<file path="config.mk">
export PLATFORM = sky130hd
export DESIGN_NAME = ex_mem_stage
export DESIGN_NICKNAME = d
export VERILOG_FILES = /design/src/rtl/ex_mem_stage.sv
export SDC_FILE = /design/constraint.sdc
export NUM_CORES = 1
export LEC_CHECK = 0
export CELL_PAD_IN_SITES_DETAIL_PLACEMENT = 0
export CELL_PAD_IN_SITES_GLOBAL_PLACEMENT = 1
export CORE_MARGIN = 5
export CORE_UTILIZATION = 36
export CTS_CLUSTER_DIAMETER = 30
export DETAILED_ROUTE_END_ITERATION = 12
export PLACE_DENSITY = 0.85
export SLEW_MARGIN = 20
export SYNTH_ARGS = -nofsm -noshare
export SYNTH_HDL_FRONTEND = slang
export SYNTH_SLANG_ARGS = --single-unit
</file>
<file path="constraint.sdc">
create_clock -name clk -period 9.88 [get_ports clk]
set_input_delay 2.47 -clock clk [delete_from_list [all_inputs] [get_ports clk]]
set_output_delay 2.47 -clock clk [all_outputs]
set_load 0.05 [all_outputs]
</file>
<file path="src/rtl/ex_mem_stage.sv">
// EX->MEM pipeline stage with valid/ready handshake and a one-entry skid buffer.
// Resolves write-back target/data and shapes memory byte enables and store data.
module ex_mem_stage #(
  parameter int XLEN     = 32,
  parameter int RADDR_W  = 5,
  parameter int LINK_REG = 31,
  parameter int PC_STEP  = 4
) (
  input  logic                 clk,
  input  logic                 rst,
  input  logic                 flush,
  input  logic                 ex_valid,
  output logic                 ex_ready,
  input  logic [XLEN-1:0]      pc_ex,
  input  logic [XLEN-1:0]      alu_out_ex,
  input  logic [XLEN-1:0]      store_data_ex,
  input  logic [RADDR_W-1:0]   rd_ex,
  input  logic [RADDR_W-1:0]   rt_ex,
  input  logic                 reg_dst,
  input  logic                 link,
  input  logic                 reg_wr_ex,
  input  logic                 mem_rd_ex,
  input  logic                 mem_wr_ex,
  input  logic                 sign_ext_ex,
  input  logic [1:0]           size_ex,
  output logic                 mem_valid,
  input  logic                 mem_ready,
  output logic [XLEN-1:0]      pc_mem,
  output logic [XLEN-1:0]      alu_out_mem,
  output logic [XLEN-1:0]      wb_data_mem,
  output logic [XLEN-1:0]      store_data_mem,
  output logic [RADDR_W-1:0]   wb_addr_mem,
  output logic                 reg_wr_mem,
  output logic                 mem_rd_mem,
  output logic                 mem_wr_mem,
  output logic                 sign_ext_mem,
  output logic                 misalign_mem,
  output logic [1:0]           size_mem,
  output logic [XLEN/8-1:0]    byte_en_mem
);

  localparam int NB    = XLEN / 8;
  localparam int OFF_W = $clog2(NB);

  typedef struct packed {
    logic [XLEN-1:0]    pc;
    logic [XLEN-1:0]    alu_out;
    logic [XLEN-1:0]    wb_data;
    logic [XLEN-1:0]    store_data;
    logic [RADDR_W-1:0] wb_addr;
    logic               reg_wr;
    logic               mem_rd;
    logic               mem_wr;
    logic               sign_ext;
    logic               misalign;
    logic [1:0]         size;
    logic [NB-1:0]      byte_en;
  } entry_t;

  entry_t           res;
  entry_t           skid;
  entry_t           out_q;
  logic             skid_valid;
  logic [1:0]       size_eff;
  logic [OFF_W-1:0] offset;
  logic [OFF_W-1:0] a_mask;
  logic [OFF_W-1:0] lane;
  logic [OFF_W-1:0] src;
  logic             mem_op;
  logic             mis;
  logic             in_xfer;
  logic             load_out;

  // An aligned access of A bytes covers the lanes sharing the offset's bits above log2(A).
  always_comb begin
    size_eff = size_ex;
    if (XLEN == 32 && size_ex == 2'b11) size_eff = 2'b10;
    a_mask = OFF_W'((4'd1 << size_eff) - 4'd1);
    offset = alu_out_ex[OFF_W-1:0];
    mem_op = mem_rd_ex | mem_wr_ex;
    mis    = mem_op & (|(offset & a_mask));
    lane   = '0;
    src    = '0;

    res          = '0;
    res.pc       = pc_ex;
    res.alu_out  = alu_out_ex;
    res.wb_addr  = link ? RADDR_W'(LINK_REG) : (reg_dst ? rd_ex : rt_ex);
    res.wb_data  = link ? pc_ex + XLEN'(PC_STEP) : alu_out_ex;
    res.reg_wr   = reg_wr_ex & (res.wb_addr != '0);
    res.mem_rd   = mem_rd_ex & ~mis;
    res.mem_wr   = mem_wr_ex & ~mis;
    res.sign_ext = sign_ext_ex;
    res.misalign = mis;
    res.size     = size_eff;
    for (int i = 0; i < NB; i++) begin
      lane = OFF_W'(i);
      src  = lane & a_mask;
      res.byte_en[i] = mem_op & ~mis & ((lane & ~a_mask) == (offset & ~a_mask));
      res.store_data[i*8 +: 8] = store_data_ex[{src, 3'b000} +: 8];
    end
  end

  assign ex_ready = ~skid_valid;
  assign in_xfer  = ex_valid & ex_ready;
  assign load_out = ~mem_valid | mem_ready;

  // The skid entry only fills while the output is stalled, so it always drains first.
  always_ff @(posedge clk or posedge rst) begin
    if (rst) begin
      mem_valid  <= 1'b0;
      skid_valid <= 1'b0;
      out_q      <= '0;
      skid       <= '0;
    end else if (flush) begin
      mem_valid  <= 1'b0;
      skid_valid <= 1'b0;
    end else if (load_out) begin
      mem_valid  <= skid_valid | in_xfer;
      skid_valid <= 1'b0;
      if (skid_valid) out_q <= skid;
      else if (in_xfer) out_q <= res;
    end else if (in_xfer) begin
      skid       <= res;
      skid_valid <= 1'b1;
    end
  end

  assign pc_mem         = out_q.pc;
  assign alu_out_mem    = out_q.alu_out;
  assign wb_data_mem    = out_q.wb_data;
  assign store_data_mem = out_q.store_data;
  assign wb_addr_mem    = out_q.wb_addr;
  assign sign_ext_mem   = out_q.sign_ext;
  assign size_mem       = out_q.size;
  assign reg_wr_mem     = mem_valid & out_q.reg_wr;
  assign mem_rd_mem     = mem_valid & out_q.mem_rd;
  assign mem_wr_mem     = mem_valid & out_q.mem_wr;
  assign misalign_mem   = mem_valid & out_q.misalign;
  assign byte_en_mem    = mem_valid ? out_q.byte_en : '0;

endmodule

</file>
==> summary.txt <==
CP Cell Sequence = clkinv_1 > clkdlybuf4s50_1
Top Ports = 265
RD Place Congestion = 0.847
Clock tree sinks = 290
P_sw = 1.53 mW
H-tree levels = 3
Syn Area/Cell = 9.10 um^2
Final worst path period share = 55.1%
GRT Total Usage = 18.4%
Commonest non-fill, non-tap cell in the layout = nand2_1
Horiz. Die Dim = 211 um
Initial antenna violation count = 0
Number of synthesized flops with an enable pin = 0
Synth warnings = 0
M2 GR Usage = 28.3%
Synth cell types = 53
Synth Instances = 1601
Busiest grt layer = met2
Multi-input logic area = 0.00580 mm^2
PortBufs = 264
Req. time, crit path = 7.41 ns
Syn_nets = 1721
TritonCTS clock tree = done
Average vias per placed instance = 5.01
Maximum buffer depth of the clock tree = 3
Slowest cell on the critical path = dfrtp_4
Critical path class = reg -> out
Worst-Skew Late Latency = 0.57 ns
Clock power share = 48.9%
Area grow syn2layout = 31.1%
Slew Viols, Final = 0
Non-Filler Instances = 2303
Fin Hold WS = 0.469 ns
Hold Crit Depth = 2
Routed WL per cell = 18.0 um
Combinational share of power = 19.6%
DRC Markers = 0
Setup tns final = 0 ns
Largest net degree at the start of global routing = 149
Yosys top cell area share = 49.8%
Worst path max stage delay = 0.92 ns
Hold Path Class = reg -> reg
Reg clk slew, reported paths = 0.04 ns
Starting Density = 36.5%
Cells resized by post-CTS repair = 0
Min cycle time layout = 5.45 ns
Via count = 11500
Sw Share = 30.8%
Vias in the first global route = 11700
Cell taking the most area after synthesis = dfrtp_1
Full die area = 0.0446 mm^2
WL final = 41400 um
Crit-path max FO = 62
Register bit total from synthesis = 290
Maximum vdd drop = 131 uV
Primary FF master, synth = dfrtp_1
Setup Buffers After CTS = 0
Global-route wire length before repair = 65900 um
Nets = 1832
Crit end category = output port
CTS Hold Buffers Added = 0
DR pass1 iterations = 5
Site Rows = 73
Synth Cell Area = 0.0146 mm^2
Status = completed
Clock root buffer = clkbuf_16
Fraction of registers with async set or reset after synthesis = 100%
Layout cells sized above 1 = 9.28%
M1 GR Usage = 25.7%
Worst Path Arrival = 2.98 ns
Grt ovf = 0
Maxcap violations = 0
Highest clock rate = 184 MHz
Clock Skews = 0.0204 ns
Met3 usage = 3.77%
Hold violation count in the final report = 0
Sequential share of the synthesized area = 49.8%
CTS Buf Count = 78
Dpl cells = 2157
Headroom to the max-slew limit = 26.9%
Detail Placement HPWL = 27400 um
Antenna-violating nets left = 0
FF-to-FF path depth = 5
Most used cells in the layout excluding fill and tap cells = 408 x nand2_1, 289 x dfrtp_1, 263 x clkdlybuf4s50_1
ANT cells = 0
Final number of setup-violating endpoints = 0
FF/Latch Area = 0.00726 mm^2
Sequential power share = 31.5%
Worst setup SP type = register
Pwr dens = 260 mW/mm^2
Core area = 0.0399 mm^2
Lkg Pwr = 8.30 nW
Top cells by area, synth = dfrtp_1 50%, nand2_1 11%, buf_4 7.2%
Initial DRC count = 894
Filler instances = 3703
Chip Height = 211 um
RSZ-0062 raised after global routing = no
Worst-margin pin slew = 1.09 ns
Int Power = 3.44 mW
==> state kept, by name, summed over array words and instances (netlist names) <==
signal	count
out_q	8
sign_ext_mem	1
skid_valid	1
wb_data_mem	32
wb_addr_mem	5
alu_out_mem	32
skid	144
pc_mem	32
mem_valid	1
size_mem	2
store_data_mem	32
==> final timing paths <==
check / start / end / slack (ns)
max in group asynchronous: rst / pc_mem[15] / 5.75
worst max register to register: skid_valid / skid[33] / 6.43
worst min register to register: skid[67] / skid[67] / 0.47
min in group asynchronous: rst / alu_out_mem[25] / 2.56
worst max-delay path: skid_valid / ex_ready / 4.43
worst min-delay path: skid[67] / skid[67] / 0.47
==> routing by layer <==
metal | share of wire (%) | vias to the layer above
met5 | 0 | -
met4 | 2.7 | 0
met3 | 5.7 | 71
met2 | 46 | 356
met1 | 46 | 5587
li1 | - | 5517
==> Yosys cell counts, types with 3 or more instances <==
cell        n
a21o_1      9
buf_1      11
a221oi_2    3
nor3b_1     4
nand4_1    10
inv_1       5
and4_1      6
xor2_1     12
a21oi_1    72
or3_1       6
xnor2_1    14
mux2_2      4
a221oi_1    4
buf_4     140
and2_1     12
a221o_1     5
clkbuf_1   61
o211ai_1   21
a211oi_1   15
buf_2      33
nand3_1    13
nand2b_1    4
and3_1     11
nor2_1     79
mux2i_1   104
dfrtp_1   290
nor2b_1     7
nor3_1     14
o21ai_0   178
o21a_1     13
nand2_1   408
o31ai_1     3
==> cell type report <==
| class | instances | area share, % |
|---|---|---|
| well taps | 525 | 3.44 |
| multi-input cells | 1058 | 30.4 |
| flip-flops and latches | 290 | 38.0 |
| clock buffers | 112 | 11.7 |
| repair buffers | 278 | 14.4 |
| inverters | 6 | 0.138 |
| clock inverters | 34 | 1.91 |
==> worst max-delay path: cells and delay by family, from the launching register on <==
| kind | cells | cell delay (ns) |
|---|---|---|
| buf+inv | 2 | 1.48 |
| flops | 1 | 0.92 |
==> through the flow <==
stage / util, % / instance area (um^2) / setup slack (ns) / total power, mW
final: 47.8 / 19100 / 4.43 / 4.97
after global routing: 47.8 / 19100 / 4.31 / 5.18
after CTS: 47.8 / 19100 / 4.38 / 5.02
after detailed placement: 41.3 / 16500 / 4.38 / 2.56
after global placement: 41.3 / 16500 / 4.43 / 2.54
after floorplan: - / 14600 / 3.56 / 2.32
==> power by group through the flow <==
| stage | logic [mW] | registers [mW] | clock network [mW] |
|---|---|---|---|
| after global routing | 1.05 | 1.59 | 2.54 |
| after detailed placement | 0.982 | 1.58 | 0 |
| after global placement | 0.966 | 1.57 | 0 |
| final | 0.974 | 1.56 | 2.43 |
| after CTS | 0.987 | 1.57 | 2.47 |
| after floorplan | 0.779 | 1.54 | 0 |
==> logic make-up (layout without fill, tap and decap cells) <==
kind of cell	after synthesis	after routing	share of synthesized area, %
AO/OA/AOI/OAI	335	335	13.4
adder cells (fa/ha/maj)	1	1	0.0859
buffers and inverters	253	430	10.5
XOR/XNOR	26	26	1.56
multiplexers	108	108	7.46
flip-flops	290	290	49.8
AND/OR/NAND/NOR	588	588	17.2
Power figures use the tool's default switching activity.
